**src/rtl/regs_pkg.sv**
```systemverilog
// Shared widths and the write-request bundle used by both writers
// of the register file port.
package regs_pkg;

    localparam int XLEN       = 64;
    localparam int NREG       = 32;
    localparam int AW         = 5;
    localparam int STARVE_MAX = 4;
    localparam int CW         = 3;

    typedef struct packed {
        logic          valid;
        logic [AW-1:0] addr;
        logic [XLEN-1:0] data;
    } wr_req_t;

endpackage

```
**src/rtl/regs_scoreboard.sv**
```systemverilog
// Busy bits for registers with an MDU result still outstanding,
// plus the three ID-stage lookups.
module regs_scoreboard
    import regs_pkg::*;
(
    input  logic          clk,
    input  logic          rst,
    input  logic          set_en,
    input  logic [AW-1:0] set_addr,
    input  logic          clr_en,
    input  logic [AW-1:0] clr_addr,
    input  logic [AW-1:0] rs1,
    input  logic [AW-1:0] rs2,
    input  logic [AW-1:0] rd,
    output logic          hit
);

    logic [NREG-1:0] busy_q;
    logic [NREG-1:0] busy_d;

    // clear first so a same-register set in the same cycle wins
    always_comb begin
        busy_d = busy_q;
        if (clr_en)
            busy_d[clr_addr] = 1'b0;
        if (set_en)
            busy_d[set_addr] = 1'b1;
        busy_d[0] = 1'b0;
    end

    always_ff @(posedge clk) begin
        if (rst)
            busy_q <= '0;
        else
            busy_q <= busy_d;
    end

    assign hit = busy_q[rs1] | busy_q[rs2] | busy_q[rd];

endmodule

```
**src/rtl/regs_wport_arbiter.sv**
```systemverilog
// Single register-file write port shared by WB and a one-entry
// MDU hold buffer, with starvation relief and a busy scoreboard.
module regs_wport_arbiter
    import regs_pkg::*;
(
    input  logic            clk,
    input  logic            rst,
    input  logic            wb_wen_i,
    input  logic [AW-1:0]   wb_waddr_i,
    input  logic [XLEN-1:0] wb_wdata_i,
    input  logic            md_valid_i,
    output logic            md_ready_o,
    input  logic [AW-1:0]   md_waddr_i,
    input  logic [XLEN-1:0] md_wdata_i,
    input  logic            issue_i,
    input  logic [AW-1:0]   issue_rd_i,
    input  logic [AW-1:0]   reg1_raddr_i,
    input  logic [AW-1:0]   reg2_raddr_i,
    input  logic [AW-1:0]   id_rd_i,
    output logic            hazard_o,
    output logic            stall_o,
    output logic            reg_wen,
    output logic [AW-1:0]   reg_waddr_o,
    output logic [XLEN-1:0] reg_wdata_o
);

    wr_req_t       wb_req;
    wr_req_t       md_req;
    wr_req_t       hold_q;
    wr_req_t       wr;
    logic [CW-1:0] cnt_q;
    logic          starved;
    logic          hold_win;
    logic          accept;
    logic          sel_hold;
    logic          sel_wb;
    logic          sb_hit;

    assign wb_req = '{valid: wb_wen_i && (wb_waddr_i != '0),
                      addr:  wb_waddr_i,
                      data:  wb_wdata_i};

    assign md_req = '{valid: md_valid_i && (md_waddr_i != '0),
                      addr:  md_waddr_i,
                      data:  md_wdata_i};

    // starved depends only on registered state
    assign starved  = hold_q.valid && (cnt_q == CW'(STARVE_MAX));
    assign hold_win = hold_q.valid && (starved || !wb_req.valid);
    assign accept   = !hold_q.valid && md_valid_i;
    assign sel_hold = !rst && hold_win;
    assign sel_wb   = !rst && !hold_win && wb_req.valid;

    always_comb begin
        wr = '0;
        unique case (1'b1)
            sel_hold: wr = hold_q;
            sel_wb:   wr = wb_req;
            default:  wr = '0;
        endcase
    end

    assign reg_wen     = wr.valid;
    assign reg_waddr_o = wr.addr;
    assign reg_wdata_o = wr.data;
    assign md_ready_o  = !rst && !hold_q.valid;
    assign stall_o     = !rst && starved;

    // an x0 result is accepted but loads with valid=0
    always_ff @(posedge clk) begin
        if (rst)
            hold_q <= '0;
        else if (hold_win)
            hold_q <= '0;
        else if (accept)
            hold_q <= md_req;
    end

    always_ff @(posedge clk) begin
        if (rst || !hold_q.valid || hold_win)
            cnt_q <= '0;
        else
            cnt_q <= cnt_q + CW'(1);
    end

    regs_scoreboard u_sb (
        .clk      (clk),
        .rst      (rst),
        .set_en   (issue_i && (issue_rd_i != '0)),
        .set_addr (issue_rd_i),
        .clr_en   (hold_win),
        .clr_addr (hold_q.addr),
        .rs1      (reg1_raddr_i),
        .rs2      (reg2_raddr_i),
        .rd       (id_rd_i),
        .hit      (sb_hit)
    );

    assign hazard_o = !rst && sb_hit;

endmodule
```
**config.mk**
```make
export PLATFORM = sky130hd
export DESIGN_NAME = regs_wport_arbiter
export DESIGN_NICKNAME = d
export VERILOG_FILES = /design/src/rtl/regs_pkg.sv /design/src/rtl/regs_scoreboard.sv /design/src/rtl/regs_wport_arbiter.sv
export SDC_FILE = /design/constraint.sdc
export NUM_CORES = 1
export LEC_CHECK = 0
export BUFFER_PORTS_ARGS = -buffer_cell sky130_fd_sc_hd__buf_4
export CORE_ASPECT_RATIO = 1.4
export CORE_MARGIN = 2
export CORE_UTILIZATION = 40
export CTS_CLUSTER_DIAMETER = 100
export DETAILED_ROUTE_END_ITERATION = 10
export GPL_ROUTABILITY_DRIVEN = 0
export PLACE_DENSITY = 0.68
export SLEW_MARGIN = 20
export SYNTH_ARGS = -nofsm -noshare
export SYNTH_HDL_FRONTEND = slang
export SYNTH_SLANG_ARGS = --single-unit
```
**constraint.sdc**
```tcl
create_clock -name clk -period 3.69 [get_ports clk]
set_input_delay 0.738 -clock clk [delete_from_list [all_inputs] [get_ports clk]]
set_output_delay 0.738 -clock clk [all_outputs]
set_load 0.01 [all_outputs]
```
# Word level (Yosys, flattened, before mapping)
# Index checks and enable logic that the tools add are counted.
# op_classes
addsub	1
magnitude_cmp	7
n_eq_ne	1
muxes	13
n_bitwise	5
reduce_logical	25
# op_table
cell	n
$pmux W70 S2	1
$mux W32	2
$and A32 B32 Y32	1
$not A32 Y32	1
$or A32 B32 Y32	1
$lt A5 B6 Y1 const B	5
$bmux W1 S5	3
$reduce_bool A5 Y1	3
$logic_and A1 B1 Y1	14
$demux W1 S5	2
$ge A5 B1 Y1 const B	2
$mux W1	5
$logic_not A1 Y1	4
$add A3 B1 Y3 const B	1
$eq A3 B3 Y1 const B	1
$logic_or A1 B1 Y1	3
$or A1 B1 Y1	2
$reduce_or A2 Y1	1
# word_totals
ff_bits	105
out_inout_bits	73
elab_cells	58

# Logic depth before layout (Yosys ltp)
# depth
word_depth	9
depth_mapped	10

# By module
# A second synthesis with hierarchy kept.
# hier_totals
hier_cells	671
area_unflattened_um2	5849.4
# by_module_without_submodules
mod	n_inst	cells_per_inst	area_per_inst_um2	seq_area_each_um2
regs_wport_arbiter	1	426	3716.1	1461.4
regs_scoreboard	1	245	2133.3	620.6

# Least setup slack after synthesis
# OpenSTA, ideal clock, no wires.
# synth_path
path_type	input-to-output
startpoint	input wb_waddr_i[1]
endpoint	output reg_wdata_o[16]
t_arrival_ns	2.330
t_required_ns	2.952
slack_ns	0.622
path_stages	8
path_buffers	3
cell_sequence	or4_4 -> o211ai_4 -> a21o_1 -> buf_4 -> nor2_2 -> buf_6 -> buf_2 -> a22o_1
# synth_via
elab_chain_cells	9
elab_cells_between_ends	10
# synth_rtl
item	line_no	text
start: declaration	regs_wport_arbiter.sv:9	input logic [AW-1:0] wb_waddr_i,
$reduce_bool A5 Y1 (*)	regs_wport_arbiter.sv:39	assign wb_req = '{valid: wb_wen_i && (wb_waddr_i != '0),
$logic_and A1 B1 Y1 (*)	regs_wport_arbiter.sv:39	
$logic_not A1 Y1	regs_wport_arbiter.sv:49	assign hold_win = hold_q.valid && (starved || !wb_req.valid);
$logic_or A1 B1 Y1	regs_wport_arbiter.sv:49	
$logic_and A1 B1 Y1	regs_wport_arbiter.sv:49	
$logic_not A1 Y1	regs_wport_arbiter.sv:52	assign sel_wb = !rst && !hold_win && wb_req.valid;
$logic_and A1 B1 Y1 (2 in a row)	regs_wport_arbiter.sv:52	
$pmux W70 S2 (*)	regs_wport_arbiter.sv:56	unique case (1'b1)
end: declaration	regs_wport_arbiter.sv:24	output logic [XLEN-1:0] reg_wdata_o
# Mark *: on every way between the ends. The rest lies on a longest branch, timed or not.

# Final worst setup path
# layout_path
startpoint	input wb_waddr_i[1]
endpoint	output reg_wdata_o[44]
# Same word-level chain as after synthesis.

==> results.yml <==
clocking:
  cts_sinks: 104
  clk_latency_ns: 0.35
  htree_levels: 3
  cts_buffers: 9
  cts_hold_repair.buffers: 0
  ctsLongestPathBuffers: 2
  path_clk_slew_ns: 0.07
  cts_tree: "yes"
  post_cts_resized: 0
  root_buffer: "clkbuf_16"
timing:
  setup_ws_ns: 0.217
  whs_ns: 0.454
  setup_viol: 0
  fin_crit_ns: 3.47
  tightest_slew_ns: 1.02
  rsz0062_at_grt: "false"
  tns_ns: 0
  report.final.slew_viol_count: 0
  relSlewSlack_pct: 32.1
  max_freq_ghz: 0.288
  hold_violations: 0
  period_share_pct: 94.1
  finClkSkew_ns: 0.00731
setup_path:
  critPathMaxFanout: 26
  regToRegSetupSlack_ns: 1.74
  r2r-start: "cnt_q[0]"
  reg2reg_depth: 7
  criticalPathCategory: "in -> out"
  r2r-end: "hold_q[27]"
  crit_required_ns: 2.95
  startpoint_type: "primary input"
  end_kind: "primary output"
  arrival_ns: 2.74
power_and_ir_drop:
  leakage_nw: 3.19
  p_total_w: 0.00275
  ir_drop_mv: 0.288
  p_comb_share_pct: 18.7
  power_switching_w: 0.000731
  seqPwrFrac_pct: 44.0
  powerDensity_mw_per_mm2: 362
  pwr-share-clk_pct: 37.3
  p_int_w: 0.00202
  netSwitchingFraction_pct: 26.6
global_route:
  track_usage_pct: 27.8
  overflow: 0
  grt_pass1_wl_mm: 31.1
  antenna_found_initial: 1
  grt_max_degree: 71
  grt_pass1_vias: 5921
logic_synthesis:
  yosysWarnings: 0
  synth.area.top_cells: "dfxtp_1, nand2_1, a22o_1, a21oi_1, mux4_2"
  syn_area_per_cell_um2: 8.15
  synth_compound_area_share_pct: 27.8
  synth-main-ff-cell: "dfxtp_1"
  syn_area_mm2: 0.00542
  ys_types: 47
  synth_area_leader_cell: "dfxtp_1"
  synth-adder-area-share_pct: 0.462
  synth_top_family_by_area: "compound AO/OA/AOI/OAI gates"
  syn-num-nets: 830
  seq_area_frac_synth_pct: 38.4
  syn_inst: 665
  synth-seq-cells: 104
  synth_edf_count: 0
  synthMuxAreaShare_pct: 9.14
  yosysTopAreaCellShare_pct: 38.4
  async_flop_share_pct: 0
  synth-simple-area-share_pct: 18.8
  synth_xor_xnor_area_share_pct: 0.162
job:
  max_cap_viol_count: 0
cells_and_area:
  fin_cells: 1050
  ff_latch_area_mm2: 0.00208
  multi_input_area_mm2: 0.00308
  nNetsFinal: 1028
  drive_gt1_share_pct: 33.5
  nFillCells: 1249
  antenna_cells: 0
  syn_to_final_growth_pct: 40.3
hold_path:
  hp-class: "reg -> reg"
  hold_depth: 2
  hold-path-endpoint: "hold_q[47]"
  hp-start: "hold_q[47]"
drt:
  wl_mm: 20.3
  viasPerCell: 5.59
  vias: 5869
  antenna_left: 0
  drtIter0Drc: 259
  firstDrtPassIters: 4
  drc: 0
  routedWlPerCell_um: 19.3
floorplan:
  die_w_um: 102
  rows: 50
  io_pins: 236
  start_util_pct: 40.7
  design.core.area_mm2: 0.0133
  fp.dieH_um: 142
  dieArea_mm2: 0.0145
placed_design:
  dpl_worst_slack_ns: 0.246
  numPortBuffers: 235
  placed_cells: 1033
  dp_hpwl_mm: 15.0
outcome:
  outcome: "finished clean"
==> timing repair <==
item | 4_1_cts | 5_1_grt
buffers inserted | 0 | 0
endpoints found under the setup margin | 0 | 26
hold endpoints to repair | 0 | 0
==> flip-flops by register name (all words and copies together), names as in the netlist <==
register and flops:
u_sb.busy_q 31, cnt_q 3, hold_q 70
==> per-layer routing <==
layer	GRT usage, %	part of all wire (%)	vias up
met5	0	0.079	-
met4	9.26	2.1	2
met3	7.14	8.5	29
met2	47.5	51	231
met1	33.7	39	2810
li1	-	-	2797
==> stage by stage <==
step	utilization, %	cell area, um^2
6_report	57.1	7600
3_3_place_gp	54.6	7280
2_1_floorplan	-	5420
5_1_grt	57.1	7600
3_5_place_dp	54.6	7280
4_1_cts	57.0	7600
==> kinds of logic (layout without fill, tap and decap cells) <==
logic type,after synthesis,in the layout
fa+ha+maj,2,2
buf+inv,67,269
simple gates,233,234
compound gates,228,228
mux,30,30
flops,104,104
xor+xnor,1,1
==> cells in the final DEF, fill, tap and decap left out, drive strengths merged, types with 2 or more instances in the layout <==
cell type / instances
clkbuf: 9
nor2b: 8
nand3: 3
and3b: 2
buf: 244
nand2b: 3
mux4: 15
o211ai: 2
a2111oi: 7
and3: 3
nor2: 13
nand3b: 6
nor3: 2
o21ai: 27
nor3b: 6
bufinv: 2
mux2i: 9
clkinv: 3
a31oi: 2
a221oi: 4
o41ai: 7
inv: 10
ha: 2
nand4b: 2
nand2: 179
a22o: 69
or4: 2
dfxtp: 104
a21oi: 105
mux2: 6
==> worst max path at each step <==
stage	from	to	slack, ns	cells after the start
after floorplan	wb_waddr_i[1]	reg_wdata_o[16]	0.62	8
after global placement	wb_waddr_i[1]	reg_wdata_o[45]	0.28	8
after detailed placement	wb_waddr_i[1]	reg_wdata_o[44]	0.25	8
after CTS	cnt_q[0]	reg_wdata_o[44]	0.08	9
after global routing	cnt_q[0]	reg_wdata_o[33]	0.06	8
final	wb_waddr_i[1]	reg_wdata_o[44]	0.22	7
==> power by group through the flow <==
stage          registers, W  logic (W)  clock network, W
2_1_floorplan       0.00122   0.000255                 0
3_3_place_gp        0.00124   0.000498                 0
3_5_place_dp        0.00124   0.000508                 0
4_1_cts             0.00121   0.000510           0.00104
5_1_grt             0.00122   0.000557           0.00109
6_report            0.00121   0.000515           0.00103
==> area by class of cell <==
class | count | area share, %
clock inverter | 7 | 1.25
tap | 182 | 2.99
inverter | 9 | 0.444
multi-input combinational | 495 | 40.6
timing repair buffer | 244 | 24.4
clock buffer | 9 | 2.96
sequential | 104 | 27.4
==> synthesized netlist by cell type (2+ instances only) <==
cell type,number
mux2_2,6
nand4b_1,2
nor2b_1,8
buf_4,3
buf_2,10
nand3b_1,6
dfxtp_1,104
and3b_1,2
nand3_1,3
o21ai_0,26
a22o_1,69
clkbuf_1,36
and3_1,3
nor2_2,2
buf_1,8
o41ai_1,7
ha_1,2
nor3_1,2
a221oi_1,4
nor3b_1,6
inv_1,9
nand2b_1,3
nand2_1,178
nor2_1,10
a21oi_1,105
a31oi_1,2
mux2i_1,9
a2111oi_0,7
mux4_2,15
==> critical path, stage by stage <==
cell,delay (ns)
buf_4,0.13
or4_4,0.57
o21ai_1,0.47
nor2_4,0.25
buf_12,0.23
a22o_1,0.20
buf_4,0.15
(Power assumes the default switching activity.)
